===== src/rtl/matmul_seq_ctrl_if.sv =====
// Operand/result stream bundle for the 3x3 matrix-multiply sequencer.
// The master drives operands and consumes results; the slave is the controller.
interface matmul_seq_ctrl_if #(
    parameter int DW = 16
);
    logic          in_valid;
    logic          in_ready;
    logic [DW-1:0] in_data;
    logic          out_valid;
    logic          out_ready;
    logic [DW-1:0] out_data;
    logic          out_last;
    logic          busy;

    modport master (
        output in_valid, in_data, out_ready,
        input  in_ready, out_valid, out_data, out_last, busy
    );

    modport slave (
        input  in_valid, in_data, out_ready,
        output in_ready, out_valid, out_data, out_last, busy
    );
endinterface


===== src/rtl/matmul_seq_ctrl.sv =====
// 3x3 unsigned matrix multiply on one shared MAC: load 18 words, run 27 MACs, drain 9 results.
// Define MATMUL_SAT_EN to clamp every accumulation step instead of wrapping modulo 2^DW.
module matmul_seq_ctrl #(
    parameter int DW = 16
) (
    input  logic               clk,
    input  logic               rst_n,
    matmul_seq_ctrl_if.slave   bus
);

    typedef enum logic [1:0] {LOAD, COMPUTE, DRAIN} state_t;

    state_t          state;
    logic [4:0]      load_cnt;
    logic [1:0]      i;
    logic [1:0]      j;
    logic [1:0]      k;
    logic [3:0]      idx;
    logic [DW-1:0]   acc;

    // Operand store: A in entries 0..8, B in 9..17, both row-major.
    logic [DW-1:0]   opnd [0:17];
    logic [DW-1:0]   res  [0:8];

    logic [4:0]      a_idx;
    logic [4:0]      b_idx;
    logic [3:0]      r_idx;
    logic [3:0]      idx_nxt;
    logic [2*DW-1:0] prod;
    logic [2*DW:0]   sum;
    logic [DW-1:0]   acc_nxt;

    function automatic logic [DW-1:0] reduce(input logic [2*DW:0] s);
`ifdef MATMUL_SAT_EN
        if (s > (2*DW+1)'({DW{1'b1}}))
            return {DW{1'b1}};
        return s[DW-1:0];
`else
        return DW'(s);
`endif
    endfunction

    assign a_idx   = 5'(i) * 5'd3 + 5'(k);
    assign b_idx   = 5'd9 + 5'(k) * 5'd3 + 5'(j);
    assign r_idx   = 4'(i) * 4'd3 + 4'(j);
    assign idx_nxt = idx + 4'd1;
    assign prod    = (2*DW)'(opnd[a_idx]) * (2*DW)'(opnd[b_idx]);
    assign sum     = (2*DW+1)'(prod) + ((k == 2'd0) ? '0 : (2*DW+1)'(acc));
    assign acc_nxt = reduce(sum);

    always_ff @(posedge clk) begin
        if (rst_n && bus.in_valid && bus.in_ready)
            opnd[load_cnt] <= bus.in_data;
        if (rst_n && state == COMPUTE && k == 2'd2)
            res[r_idx] <= acc_nxt;
    end

    always_ff @(posedge clk) begin
        if (!rst_n) begin
            state        <= LOAD;
            load_cnt     <= '0;
            i            <= '0;
            j            <= '0;
            k            <= '0;
            idx          <= '0;
            acc          <= '0;
            bus.out_data <= '0;
            bus.out_valid <= 1'b0;
            bus.out_last <= 1'b0;
            bus.busy     <= 1'b0;
            bus.in_ready <= 1'b1;
        end else begin
            case (state)
                LOAD: begin
                    if (bus.in_valid && bus.in_ready) begin
                        if (load_cnt == 5'd17) begin
                            load_cnt     <= '0;
                            state        <= COMPUTE;
                            bus.in_ready <= 1'b0;
                            bus.busy     <= 1'b1;
                        end else begin
                            load_cnt <= load_cnt + 5'd1;
                        end
                    end
                end
                COMPUTE: begin
                    acc <= acc_nxt;
                    if (k == 2'd2) begin
                        k <= '0;
                        if (j == 2'd2) begin
                            j <= '0;
                            if (i == 2'd2) begin
                                // R22 lands this edge; draining starts from R00, written long ago.
                                i             <= '0;
                                state         <= DRAIN;
                                bus.busy      <= 1'b0;
                                bus.out_valid <= 1'b1;
                                bus.out_data  <= res[0];
                                bus.out_last  <= 1'b0;
                                idx           <= '0;
                            end else begin
                                i <= i + 2'd1;
                            end
                        end else begin
                            j <= j + 2'd1;
                        end
                    end else begin
                        k <= k + 2'd1;
                    end
                end
                DRAIN: begin
                    if (bus.out_valid && bus.out_ready) begin
                        if (idx == 4'd8) begin
                            state         <= LOAD;
                            idx           <= '0;
                            bus.out_valid <= 1'b0;
                            bus.out_last  <= 1'b0;
                            bus.in_ready  <= 1'b1;
                        end else begin
                            idx          <= idx_nxt;
                            bus.out_data <= res[idx_nxt];
                            bus.out_last <= (idx_nxt == 4'd8);
                        end
                    end
                end
                default: begin
                    state <= LOAD;
                end
            endcase
        end
    end

endmodule


===== src/flat_wrapper.sv =====
// flat-port wrapper written by rule: the top's interface ports become plain ports
module matmul_seq_ctrl_flat 
#(
    parameter int DW = 16
)
  (clk, rst_n, bus_in_valid, bus_in_data, bus_out_ready, bus_in_ready, bus_out_valid, bus_out_data, bus_out_last, bus_busy);
  matmul_seq_ctrl_if #(.DW(DW)) bus_i ();
  input  logic clk;
  input  logic rst_n;
  input wire logic [$bits(bus_i.in_valid)-1:0] bus_in_valid;
  input wire logic [$bits(bus_i.in_data)-1:0] bus_in_data;
  input wire logic [$bits(bus_i.out_ready)-1:0] bus_out_ready;
  output wire logic [$bits(bus_i.in_ready)-1:0] bus_in_ready;
  output wire logic [$bits(bus_i.out_valid)-1:0] bus_out_valid;
  output wire logic [$bits(bus_i.out_data)-1:0] bus_out_data;
  output wire logic [$bits(bus_i.out_last)-1:0] bus_out_last;
  output wire logic [$bits(bus_i.busy)-1:0] bus_busy;
  assign bus_i.in_valid = bus_in_valid;
  assign bus_i.in_data = bus_in_data;
  assign bus_i.out_ready = bus_out_ready;
  assign bus_in_ready = bus_i.in_ready;
  assign bus_out_valid = bus_i.out_valid;
  assign bus_out_data = bus_i.out_data;
  assign bus_out_last = bus_i.out_last;
  assign bus_busy = bus_i.busy;
  matmul_seq_ctrl #(.DW(DW)) u_core (.clk(clk), .rst_n(rst_n), .bus(bus_i));
endmodule

===== config.mk =====
export PLATFORM = sky130hd
export DESIGN_NAME = matmul_seq_ctrl_flat
export DESIGN_NICKNAME = d
export VERILOG_FILES = /design/src/rtl/matmul_seq_ctrl_if.sv /design/src/rtl/matmul_seq_ctrl.sv /design/src/flat_wrapper.sv
export SDC_FILE = /design/constraint.sdc
export NUM_CORES = 1
export LEC_CHECK = 0
export CAP_MARGIN = 10
export CORE_ASPECT_RATIO = 1.5
export CORE_MARGIN = 2
export CORE_UTILIZATION = 30
export DETAILED_ROUTE_END_ITERATION = 12
export GPL_TIMING_DRIVEN = 0
export HOLD_SLACK_MARGIN = 0.06
export SKIP_CTS_REPAIR_TIMING = 1
export SYNTH_ARGS = -nofsm -noshare
export SYNTH_HDL_FRONTEND = slang
export SYNTH_SLANG_ARGS = --single-unit

===== constraint.sdc =====
create_clock -name clk -period 10.1 [get_ports clk]
set_clock_uncertainty 0.1 [all_clocks]
set_input_delay 1.01 -clock clk [delete_from_list [all_inputs] [get_ports clk]]
set_output_delay 1.01 -clock clk [all_outputs]
set_load 0.02 [all_outputs]

# Yosys cells after proc, flatten, opt, wreduce, memory -nomap -nowiden
# Memory sizes are Yosys's and may differ from the RTL's.
# Index checks and enable logic that the tools add are counted.
dict set report word_totals {
  reg_bits 53
  ramBits 432
  in_bits 20
  out_inout_bits 20
  wordCells 113
  mem_count 2
}
# name words word_bits read_ports rd_ports_with_merged_regs write_ports line_no
set memory_table {}
lappend memory_table {u_core.opnd 18 16 2 0 1 matmul_seq_ctrl.sv:22} ;# logic [DW-1:0] opnd [0:17];
lappend memory_table {u_core.res 9 16 2 0 1 matmul_seq_ctrl.sv:23} ;# logic [DW-1:0] res [0:8];
dict set report classes {
  n_addsub 10
  mul 4
  eq_ne 16
  n_mux 49
  reduce_logical 20
}
# operator n
set ops {}
lappend ops {{16-bit 2-to-1 mux} 6}
lappend ops {{16-bit case mux with 2 select lines} 1}
lappend ops {{1-bit 2-to-1 mux} 20}
lappend ops {{2-bit 2-to-1 mux} 10}
lappend ops {{4-bit 2-to-1 mux} 5}
lappend ops {{6-bit AND reduction} 3}
lappend ops {{16-bit adder} 1}
lappend ops {{16-bit by 16-bit multiplier with 16-bit output} 1}
lappend ops {{2-bit by 2-bit multiplier with 4-bit output (second input constant)} 3}
lappend ops {{5-bit AND reduction} 2}
lappend ops {{2-bit equality test (second input constant)} 4}
lappend ops {{4-bit equality test (second input constant)} 2}
lappend ops {{2-bit by 1-bit != test with 1-bit output (second input constant)} 4}
lappend ops {{2-bit != test (second input constant)} 4}
lappend ops {{1-bit case mux with 2 select lines} 4}
lappend ops {{4-bit case mux with 2 select lines} 1}
lappend ops {{7-bit AND reduction} 1}
lappend ops {{2-bit by 1-bit adder with 2-bit output (second input constant)} 3}
lappend ops {{1-bit logical AND} 6}
lappend ops {{2-bit case mux with 3 select lines} 1}
lappend ops {{2-bit nonzero test} 3}
lappend ops {{4-bit by 2-bit adder with 5-bit output} 1}
lappend ops {{4-bit by 4-bit adder with 5-bit output (first input constant)} 1}
lappend ops {{5-bit by 1-bit adder with 5-bit output (second input constant)} 1}
lappend ops {{other kinds (9)} 11}

# Depth between registers and ports, before layout
# Gate-level depths: netlist of run 1.
# An unclocked memory read counts as a cell.
dict set report logic_depth {
  depth_word 6
  ltp_mapped 36
  mapped_depth_nobuf 32
}

# Least setup slack after synthesis of run 1
# OpenSTA, ideal clock, no wires.
dict set report synth_timing {
  kind {register to register}
  from {register u_core.k[0]}
  to {register u_core.acc[15]}
  setup_time_ns 0.066
  arrival_ns 8.187
  required_ns 9.934
  slack_ns 1.748
  stages_incl_launch_ff 31
  n_path_buf 5
  synth_period_minus_slack_ns 8.352
  cell_sequence {dfxtp_1 -> fa_1 -> inv_1 -> fa_1 -> inv_1 -> fa_1 -> buf_4 -> buf_2 -> buf_2 -> buf_2 -> mux4_2 -> o21a_1 -> clkbuf_1 -> nand2_1 -> fa_1 -> fa_1 -> fa_1 -> fa_1 -> fa_1 -> fa_1 -> xnor2_1 -> xnor2_1 -> xnor2_1 -> xnor2_1 -> xnor2_1 -> xnor2_1 -> xnor2_2 -> xnor3_1 -> xnor2_1 -> mux2i_1 -> nor2b_1}
}
dict set report synth_between {
  elab_chain_cells 6
  word_cells_on_any_way 9
  classes_between {4 x add/sub; 2 x mul; 1 x mux; 1 x reduce/logical; 1 x memory}
}
# element line_no
set synth_rtl {}
lappend synth_rtl {{from (decl)} matmul_seq_ctrl.sv:17} ;# logic [1:0] k;
lappend synth_rtl {{from (signal assigned)} matmul_seq_ctrl.sv:108} ;# k <= k + 2'd1;
lappend synth_rtl {{2-bit by 2-bit multiplier with 4-bit output} matmul_seq_ctrl.sv:44} ;# assign b_idx = 5'd9 + 5'(k) * 5'd3 + 5'(j);
lappend synth_rtl {{4-bit by 4-bit adder with 5-bit output} matmul_seq_ctrl.sv:44}
lappend synth_rtl {{5-bit by 2-bit adder with 5-bit output} matmul_seq_ctrl.sv:44}
lappend synth_rtl {{memory 18 x 16 bit} --}
lappend synth_rtl {{16-bit by 16-bit multiplier with 16-bit output} matmul_seq_ctrl.sv:47} ;# assign prod = (2*DW)'(opnd[a_idx]) * (2*DW)'(opnd[b_idx]);
lappend synth_rtl {{16-bit adder (*)} matmul_seq_ctrl.sv:48} ;# assign sum = (2*DW+1)'(prod) + ((k == 2'd0) ? '0 : (2*DW+1)'(acc));
lappend synth_rtl {{via u_core.sum[15]} matmul_seq_ctrl.sv:30} ;# logic [2*DW:0] sum;
lappend synth_rtl {{to (signal assigned)} matmul_seq_ctrl.sv:87} ;# acc <= acc_nxt;
lappend synth_rtl {{to (decl)} matmul_seq_ctrl.sv:19} ;# logic [DW-1:0] acc;
# Mark *: on every way through the listed nets, which the timed path passes. The rest lies on a longest branch.
# A chain may end at the register's enable or synchronous reset.

# Worst setup path in the final report of run 1
dict set report layout_timing {
  from {register u_core.j[1]}
  to {memory u_core.res[6][15] (data pin)}
}
dict set report layout_between {
  elab_chain_cells 4
}
# element line_no
set layout_rtl {}
lappend layout_rtl {{from (decl)} matmul_seq_ctrl.sv:16} ;# logic [1:0] j;
lappend layout_rtl {{from (signal assigned)} matmul_seq_ctrl.sv:105} ;# j <= j + 2'd1;
lappend layout_rtl {{5-bit by 2-bit adder with 5-bit output} matmul_seq_ctrl.sv:44}
lappend layout_rtl {{memory 18 x 16 bit} --}
lappend layout_rtl {{16-bit by 16-bit multiplier with 16-bit output} matmul_seq_ctrl.sv:47}
lappend layout_rtl {{16-bit adder} matmul_seq_ctrl.sv:48}
lappend layout_rtl {{via u_core.sum[15]} matmul_seq_ctrl.sv:30}
lappend layout_rtl {{to (decl)} matmul_seq_ctrl.sv:23}
# The timed path passes the listed nets, and every way through them passes these cells.

==> results.md, run 1 <==
- Status: complete, no violations
- Clock Sink Count: 485
- Worst Tran Pin Value: 1.279 ns
- Die outline area: 88,430 um2
- Peak Freq: 103.4 MHz
- Number of buffers inserted during clock tree synthesis: 47
- Total vias in the final route: 14,800
- Cells on worst reg2reg path: 28
- Synthesis-to-layout area growth: 14.93%
- Crit path capture type: flop
- Classification of the worst setup path: reg -> reg
- Endpoint required time on the critical path: 10.33 ns
- Sequential fraction of the synthesis area: 54.38%
- Routed wire length: 67,930 um
- Total DRC errors in the routed layout: 0
- Final critical delay including setup and external delays: 9.667 ns
- Count of cells along the worst hold path: 2
- Global-route wire length before repair: 102,200 um
- Number of rows in the core area: 131
- Top cells by area in the synthesized netlist: sky130_fd_sc_hd__edfxtp_1, sky130_fd_sc_hd__mux4_2, sky130_fd_sc_hd__fa_1
- Warning count from the yosys run: 0
- Clock tree buffer depth: 3
- Number of nets in the synthesized netlist: 1,892
- Maximum number of pins on one net before global-route repair: 19
- Placer's final routability congestion estimate: 0.8484
- Via-to-Cell Ratio: 4.997
- Number of placed instances, taps included: 2,878
- I/O pin count: 40
- Post-synthesis cell type count: 53
- Final worst-path cycle share: 95.71%
- Vias in the first global route: 16,130
- Synthesized cell area: 25,810 um2
- Synth top area share: 50.27%
- Share of flip-flops with an asynchronous set or reset: 0%
- Top flip-flop cell by instance count after synthesis: sky130_fd_sc_hd__edfxtp_1
- CTS tree: yes
- Max Cap Violations: 0
- Max stage delay on crit path: 0.67 ns
- Worst R2R Start: u_core.j[1]$_SDFFE_PN0P_
- Max transition margin: 14.20%
- Horizontal die dimension: 243.5 um
- Library cell with the largest summed area after synthesis: sky130_fd_sc_hd__edfxtp_1
- Final Slew Violations: 0
- Number of search-and-repair iterations in the first detailed-routing pass: 5
- Number of synthesized register bits: 485
- Leading post-synthesis cells by instance count: sky130_fd_sc_hd__edfxtp_1, sky130_fd_sc_hd__mux4_2, sky130_fd_sc_hd__inv_1
- Post-Layout Cell Count: 2,962
- Number of design-rule violations left by the first detailed-router iteration: 1,175
- Root buf cell: sky130_fd_sc_hd__clkbuf_16
- Fin. Hold Viols: 0
- Beginning of the worst hold path: u_core.bus.busy$_SDFFE_PN0P_
- Library cell contributing the largest single delay on the critical path: sky130_fd_sc_hd__o21ai_0
- Syn Inst Count: 1,696
- Count of buffers from port buffering: 38
- Kind of start point of the critical path: flop
- Count of endpoints failing setup in the final report: 0
- Antenna viol nets, final: 0
- Detail Placement HPWL: 49,320 um
- Initial antenna violation count: 0
- Endpoint of the most critical register-to-register path: u_core.res[6][15]$_DFFE_PP_
- GRT Residual Overflow: 0
- CTS H-tree lvls: 2
- Data arrival time of the worst path: 9.89 ns
- Critical path's most frequent cell: sky130_fd_sc_hd__fa_1
- Path class of the lowest-slack min-delay path: reg -> reg
- Wire per inst: 22.93 um
- Vertical die dimension: 363.2 um
- Diode insertion count for antenna repair: 0
- Worst hold path endpoint: u_core.bus.busy$_SDFFE_PN0P_
- CP max FO: 10
- Share of final-layout standard cells stronger than drive strength 1: 19.27%
- Clock-pin slew on the worst setup and hold paths: 0.06 ns
- GRT Resource Usage Total: 15.53%
- Flop-to-flop setup slack: 0.43 ns
- Initial Util: 30.34%
- Most numerous cell in the Yosys netlist: sky130_fd_sc_hd__edfxtp_1
- Mean Syn Cell Area: 15.22 um2
- EDFF count, synth: 432
- Number of nets in the final layout: 1,992
- Clock network latency to the later pin of the worst-skew pair: 0.60 ns
- Core footprint: 85,070 um2
- Setup repair after global routing missed its margin: no
[registers in the layout (all words and copies together), names as in the netlist, 2 cells and up]
signal and flops:
u_core.acc 16, u_core.bus.out_data 16, u_core.i 2, u_core.idx 4, u_core.j 2, u_core.k 2
u_core.load_cnt 5, u_core.opnd 288, u_core.res 144, u_core.state 2
[cell usage in the layout, fill, tap and decap left out, drive strengths merged, types with 5 or more instances in the layout]
| cell | Yosys | layout |
|---|---|---|
| a21oi | 17 | 17 |
| a31oi | 16 | 16 |
| and2 | 13 | 13 |
| buf | 42 | 56 |
| bufinv | 0 | 8 |
| clkbuf | 40 | 103 |
| clkdlybuf4s50 | 0 | 38 |
| clkinv | 0 | 7 |
| dfxtp | 53 | 53 |
| edfxtp | 432 | 432 |
| fa | 101 | 101 |
| ha | 75 | 75 |
| inv | 176 | 179 |
| mux2 | 9 | 9 |
| mux2i | 70 | 70 |
| mux4 | 177 | 177 |
| nand2 | 137 | 137 |
| nand2b | 35 | 35 |
| nand3 | 9 | 9 |
| nand4 | 6 | 6 |
| nor2 | 103 | 103 |
| nor2b | 47 | 47 |
| nor3 | 10 | 10 |
| o211a | 17 | 17 |
| o21a | 6 | 6 |
| o21ai | 21 | 21 |
| or2 | 7 | 7 |
| xnor2 | 30 | 30 |
| xnor3 | 5 | 5 |
| xor2 | 7 | 7 |
[cell families (layout without fill, tap and decap cells)]
family	Yosys count	in the layout	synth area share [%]
compound gates	101	101	2.720
xor+xnor	42	42	1.721
fa+ha+maj	176	176	11.47
buf+inv	258	394	4.378
flops	485	485	54.38
mux	256	256	18.56
simple gates	378	378	6.773
[critical path: cells and delay by family (launching register included)]
kind / cells / cell delay, ns
AOI/OAI and AO/OA: 1 / 0.67
xor gates and xnor gates: 9 / 1.90
muxes: 2 / 0.90
DFF: 1 / 0.50
adders and majority gates: 9 / 3.97
buffers and inverters: 6 / 1.21
and+or+nand+nor: 1 / 0.13
[per-layer routing]
metal | up-vias | track usage [%] | routed length (um)
met5 | - | 0 | 0
met2 | 452 | 30.44 | 37920
met3 | 152 | 1.948 | 2752
met1 | 7765 | 16.50 | 24300
li1 | 6432 | - | -
met4 | 0 | 6.592 | 2957
[through the flow]
stage	cell area [um2]	hold slack, ns	setup TNS [ns]	util, %	setup slack (ns)
after floorplan	25810	0.3549	0	-	1.748
after global placement	27600	0.3696	-10.05	32.45	-0.8660
after detailed placement	27960	0.3785	-12.22	32.87	-1.017
after CTS	29580	0.3983	-14.22	34.77	-1.045
after global routing	29660	0.4143	0	34.87	0.02295
final	29660	0.3957	0	34.87	0.4332
[how the worst max path moves through the flow]
stage	from	end	slack, ns	cells past startpoint
floorplan	u_core.k[0]$_SDFFE_PN0P_	u_core.acc[15]$_SDFFE_PN0P_	1.75	30
global placement	u_core.j[1]$_SDFFE_PN0P_	u_core.acc[15]$_SDFFE_PN0P_	-0.87	32
detailed placement	u_core.j[1]$_SDFFE_PN0P_	u_core.acc[15]$_SDFFE_PN0P_	-1.02	32
CTS	u_core.j[1]$_SDFFE_PN0P_	u_core.acc[15]$_SDFFE_PN0P_	-1.04	32
global route	u_core.j[1]$_SDFFE_PN0P_	u_core.res[1][15]$_DFFE_PP_	0.02	29
finish	u_core.j[1]$_SDFFE_PN0P_	u_core.res[6][15]$_DFFE_PP_	0.43	28
[layout make-up]
cell class	instances	area [um2]
Clock buffer	64	1290
Multi-Input combinational cell	953	10840
Inverter	176	660.6
Clock inverter	21	332.8
Buffer	80	473.0
Tap cell	1130	1414
Sequential cell	485	14030
Fill cell	8085	55410
Timing Repair Buffer	53	618.1
Power of run 1 is left out: the tool's default activity adds up to more than one toggle a clock period on the data nets, which glitch-free logic cannot reach.
==> run 2: changes to the inputs <==
Settings changed: CORE_ASPECT_RATIO 1.5 to 1.25, SETUP_SLACK_MARGIN set to 0.5.
==> run 2 against run 1 <==
Net effect: flip-flop and latch count unchanged; global-route usage decreased by 0.19 points; register-to-register slack gained 0.39 ns; non-clock buffer count is 9 higher; critical endpoint is now u_core.res[8][15]$_DFFE_PP_.
==> results.md, run 2 (synthesis results as in run 1) <==
- Clock Sink Count: 485 (unchanged)
- Max Cap Violations: 0 (unchanged)
- Number of rows in the core area: 120 (was 131)
- I/O pin count: 40 (unchanged)
- Critical path's most frequent cell: sky130_fd_sc_hd__fa_1 (unchanged)
- Vertical die dimension: 331.9 um (was 363.2 um)
- Kind of start point of the critical path: flop (unchanged)
- Root buf cell: sky130_fd_sc_hd__clkbuf_16 (unchanged)
- Final-layout worst hold slack: 0.3807 ns (was 0.3957 ns)
- CP max FO: 10 (unchanged)
- Number of nets in the final layout: 2,007 (was 1,992)
- Count of endpoints failing setup in the final report: 0 (unchanged)
- Worst R2R Start: u_core.k[0]$_SDFFE_PN0P_ (was u_core.j[1]$_SDFFE_PN0P_)
- Beginning of the worst hold path: u_core.bus.busy$_SDFFE_PN0P_ (unchanged)
- Diode insertion count for antenna repair: 0 (unchanged)
- Status: complete, no violations (unchanged)
- Routed wire length: 67,230 um (was 67,930 um)
- Max transition margin: 20.04% (was 14.20%)
- Number of search-and-repair iterations in the first detailed-routing pass: 5 (unchanged)
- Classification of the worst setup path: reg -> reg (unchanged)
- Placer's final routability congestion estimate: 0.8351 (was 0.8484)
- CTS tree: yes (unchanged)
- Initial Util: 30.21% (was 30.34%)
- Fin. Hold Viols: 0 (unchanged)
- GRT Residual Overflow: 0 (unchanged)
- Launching instance or port of the critical path: u_core.k[0]$_SDFFE_PN0P_ (was u_core.j[1]$_SDFFE_PN0P_)
- Most common cell after layout, fill and taps aside: sky130_fd_sc_hd__edfxtp_1 (unchanged)
- Commonest cells after routing, fill and taps aside: sky130_fd_sc_hd__edfxtp_1, sky130_fd_sc_hd__mux4_2, sky130_fd_sc_hd__inv_1 (unchanged)
- Final critical delay including setup and external delays: 9.278 ns (was 9.667 ns)
- Synthesis-to-layout area growth: 15.72% (was 14.93%)
- Data arrival time of the worst path: 9.53 ns (was 9.89 ns)
- Path class of the lowest-slack min-delay path: reg -> reg (unchanged)
- Clock network latency to the later pin of the worst-skew pair: 0.63 ns (was 0.60 ns)
- Buf+Inv Stages, Crit Path: 9 (was 6)
- Max stage delay on crit path: 0.57 ns (was 0.67 ns)
- Endpoint required time on the critical path: 10.35 ns (was 10.33 ns)
- Top reg by flops: u_core.opnd (unchanged)
- Final Slew Violations: 0 (unchanged)
- Clock-pin slew on the worst setup and hold paths: 0.06 ns (about the same)
- CTS H-tree lvls: 2 (unchanged)
- Total vias in the final route: 14,870 (was 14,800)
- Share of final-layout standard cells stronger than drive strength 1: 20.00% (was 19.27%)
- GRT Resource Usage Total: 15.34% (was 15.53%)
- Core footprint: 85,430 um2 (was 85,070 um2)
- Via-to-Cell Ratio: 5.037 (was 4.997)
- Number of buffers inserted during clock tree synthesis: 53 (was 47)
- Crit path capture type: flop (unchanged)
- Maximum number of pins on one net before global-route repair: 19 (unchanged)
- Wire per inst: 22.77 um (was 22.93 um)
- Die outline area: 88,400 um2 (was 88,430 um2)
- Library cell contributing the largest single delay on the critical path: sky130_fd_sc_hd__fa_1 (was sky130_fd_sc_hd__o21ai_0)
- Initial antenna violation count: 0 (unchanged)
- Setup repair after global routing missed its margin: no (unchanged)
- Vias in the first global route: 15,860 (was 16,130)
- Count of buffers from port buffering: 38 (unchanged)
- Final worst-path cycle share: 91.86% (was 95.71%)
- Flop-to-flop setup slack: 0.82 ns (was 0.43 ns)
- Number of design-rule violations left by the first detailed-router iteration: 1,060 (was 1,175)
- Kind of cell with the highest combined delay on the critical path: adder cells (unchanged)
- Antenna viol nets, final: 0 (unchanged)
- Detail Placement HPWL: 47,640 um (was 49,320 um)
- Max FFs per register: 288 (unchanged)
- Global-route wire length before repair: 101,500 um (was 102,200 um)
- Worst Tran Pin Value: 1.199 ns (was 1.279 ns)
- Clock tree buffer depth: 3 (unchanged)
- Peak Freq: 107.8 MHz (was 103.4 MHz)
- Total DRC errors in the routed layout: 0 (unchanged)
- Horizontal die dimension: 266.3 um (was 243.5 um)
- Biggest regs: u_core.opnd: 288 flops, u_core.res: 144 flops (unchanged)
## run 2: worst register-to-register path: cells and delay by family (launching register included)
family                     cells  cell delay (ns)
xor gates and xnor gates       9             1.94
buffers and inverters          9             1.61
DFF                            1             0.36
adders and majority gates      9             4.18
muxes                          1             0.32
and+or+nand+nor                1             0.19
AOI/OAI and AO/OA              1             0.36
## run 2: path summary, 6_finish.rpt
path,endpoint,cells after the start
max,u_core.res[8][15]$_DFFE_PP_,30
min reg2reg,u_core.bus.busy$_SDFFE_PN0P_,2
min,u_core.bus.busy$_SDFFE_PN0P_,2
max reg2reg,u_core.res[8][15]$_DFFE_PP_,30
## run 2: per-stage QoR
stage          instance area (um2)  std cells  setup slack (ns)  setup TNS (ns)  util, %
6_report                     29860       2953            0.8220               0    34.95
5_1_grt                      29860       2953            0.4918               0    34.95
4_1_cts                      29690       2950           -0.8108          -10.72    34.75
3_5_place_dp                 28000       2851           -0.7655          -9.515    32.77
3_3_place_gp                 27560       2832           -0.6226          -6.704    32.26
2_1_floorplan                25810       1696             1.748               0        -
## run 2: area by class of cell
type,count,area [um2]
fillers,8109,55570
flip-flops and latches,485,14040
multi-input cells,953,10870
clock buffers,69,1396
well taps,1098,1374
repair buffers,60,729.5
inverters,176,660.6
plain buffers,82,505.5
clock inverters,30,291.5
## run 2: per-layer routing
layer | track usage (%) | wire length (um)
met4 | 5.833 | 2478
met5 | 0 | 0
met3 | 2.395 | 3694
met2 | 27.86 | 35490
met1 | 18.08 | 25570
Power of run 2 is left out for the same reason.
==> run 3: changes to the inputs <==
Settings changed: CTS_CLUSTER_DIAMETER set to 60.
==> run 3 against run 2 <==
Net effect: worst hold slack hardly changed; maximum frequency shrank 0.34%; cell count fell by 0.14%; routed wire length hardly changed; sequential share of layout area grew 0.091 points; utilization shrank 0.070 points; count of clock-buffer cells in the layout down 2; die area stayed put; critical endpoint unchanged.
==> results.md, run 3 (synthesis results as in run 1) <==
- Clock tree buffer depth: 3 (unchanged)
- Number of buffers inserted during clock tree synthesis: 53 (unchanged)
- GRT Residual Overflow: 0 (unchanged)
- Clock network latency to the later pin of the worst-skew pair: 0.63 ns (about the same)
- Final critical delay including setup and external delays: 9.309 ns (was 9.278 ns)
- GR met3 Demand/Resource: 2.083% (was 2.395%)
- Core footprint: 85,430 um2 (unchanged)
- Max stage delay on crit path: 0.54 ns (was 0.57 ns)
- Total DRC errors in the routed layout: 0 (unchanged)
- Initial Util: 30.21% (unchanged)
- Vertical die dimension: 331.9 um (unchanged)
- Kind of cell with the highest combined delay on the critical path: adder cells (unchanged)
- Number of nets in the final layout: 2,005 (was 2,007)
- Count of buffers from port buffering: 38 (unchanged)
- I/O pin count: 40 (unchanged)
- Root buf cell: sky130_fd_sc_hd__clkbuf_16 (unchanged)
- Die outline area: 88,400 um2 (unchanged)
- CTS H-tree lvls: 2 (unchanged)
- Wire per inst: 22.81 um (was 22.77 um)
- Horizontal die dimension: 266.3 um (unchanged)
- Clock-pin slew on the worst setup and hold paths: 0.06 ns (about the same)
- Share of final-layout standard cells stronger than drive strength 1: 19.77% (was 20.00%)
- Standard cell area after detailed placement: 28,000 um2 (unchanged)
- Final Slew Violations: 0 (unchanged)
- Total vias in the final route: 14,840 (was 14,870)
- Kind of start point of the critical path: flop (unchanged)
- GR met1 Demand/Resource: 18.18% (was 18.08%)
- Status: complete, no violations (unchanged)
- Worst Tran Pin Value: 1.200 ns (was 1.199 ns)
- Global route hottest layer: met2 (unchanged)
- Routed wire length: 67,260 um (was 67,230 um)
- Crit path capture type: flop (unchanged)
- Detail Placement HPWL: 47,640 um (unchanged)
- Antenna viol nets, final: 0 (unchanged)
- Max FFs per register: 288 (unchanged)
- Final design area excluding fillers: 29,800 um2 (was 29,860 um2)
- Placer's final routability congestion estimate: 0.8351 (unchanged)
- Diode insertion count for antenna repair: 0 (unchanged)
- Buf+Inv Stages, Crit Path: 10 (was 9)
- Clock Sink Count: 485 (unchanged)
- Number of design-rule violations left by the first detailed-router iteration: 1,082 (was 1,060)
- Via-to-Cell Ratio: 5.032 (was 5.037)
- Peak Freq: 107.4 MHz (was 107.8 MHz)
- Top reg by flops: u_core.opnd (unchanged)
- Initial antenna violation count: 0 (unchanged)
- Data arrival time of the worst path: 9.55 ns (was 9.53 ns)
- Classification of the worst setup path: reg -> reg (unchanged)
- Number of placed instances, taps included: 2,851 (unchanged)
- Maximum number of pins on one net before global-route repair: 19 (unchanged)
- Vias in the first global route: 15,840 (was 15,860)
- Critical path's most frequent cell: sky130_fd_sc_hd__fa_1 (unchanged)
- Commonest cells after routing, fill and taps aside: sky130_fd_sc_hd__edfxtp_1, sky130_fd_sc_hd__mux4_2, sky130_fd_sc_hd__inv_1 (unchanged)
- Number of search-and-repair iterations in the first detailed-routing pass: 5 (unchanged)
- GRT Resource Usage Total: 15.32% (was 15.34%)
- CP max FO: 10 (unchanged)
- Max transition margin: 20.01% (was 20.04%)
- Endpoint required time on the critical path: 10.34 ns (was 10.35 ns)
- CTS tree: yes (unchanged)
- Biggest regs: u_core.opnd: 288 flops, u_core.res: 144 flops (unchanged)
- Final worst-path cycle share: 92.17% (was 91.86%)
- Final-layout setup total negative slack: 0 ns (unchanged)
- Setup repair after global routing missed its margin: no (unchanged)
- Count of endpoints failing setup in the final report: 0 (unchanged)
- Synthesis-to-layout area growth: 15.49% (was 15.72%)
- Path class of the lowest-slack min-delay path: reg -> reg (unchanged)
- Most common cell after layout, fill and taps aside: sky130_fd_sc_hd__edfxtp_1 (unchanged)
- Library cell contributing the largest single delay on the critical path: sky130_fd_sc_hd__fa_1 (unchanged)
- Met2 layer usage reported by global route: 27.93% (was 27.86%)
- Max Cap Violations: 0 (unchanged)
- Fin. Hold Viols: 0 (unchanged)
- Number of rows in the core area: 120 (unchanged)
- Post-Layout Cell Count: 2,949 (was 2,953)
- Global-route wire length before repair: 101,500 um (about the same)
[run 3: path summary, 6_finish.rpt]
path / start / endpoint / slack [ns] / cells past startpoint
setup reg to reg: u_core.i[1]$_SDFFE_PN0P_ / u_core.res[8][15]$_DFFE_PP_ / 0.79 / 31
hold reg to reg: u_core.bus.busy$_SDFFE_PN0P_ / u_core.bus.busy$_SDFFE_PN0P_ / 0.38 / 2
hold / removal: u_core.bus.busy$_SDFFE_PN0P_ / u_core.bus.busy$_SDFFE_PN0P_ / 0.38 / 2
setup / recovery: u_core.i[1]$_SDFFE_PN0P_ / u_core.res[8][15]$_DFFE_PP_ / 0.79 / 31
[run 3: routing by layer]
metal  share of wire (%)  up-vias
met5                   0        -
met4                 3.6        0
met3                 4.9      140
met2                  53      489
met1                  39     7743
li1                    -     6468
[run 3: cell type report]
class	count	area, um2
Tap cell	1098	1374
Clock inverter	30	267.8
Clock buffer	67	1389
Timing Repair Buffer	58	701.9
Fill cell	8107	55630
Sequential cell	485	14040
Inverter	176	660.6
Multi-Input combinational cell	953	10870
Buffer	82	505.5
[run 3: worst min-delay path: cells and delay by family (launching register included)]
kind	cells	cell delay, ns
flops	1	0.33
simple gates	1	0.07
compound gates	1	0.04
[run 3: metrics by stage]
stage / util [%] / hold WS (ns) / worst slack [ns]
after detailed placement: 32.77 / 0.3651 / -0.7655
after global routing: 34.88 / 0.4113 / 0.4913
after floorplan: - / 0.3549 / 1.748
after global placement: 32.26 / 0.3685 / -0.6226
final: 34.88 / 0.3807 / 0.7907
after CTS: 34.71 / 0.3838 / -0.8084
Power of run 3 is left out for the same reason.
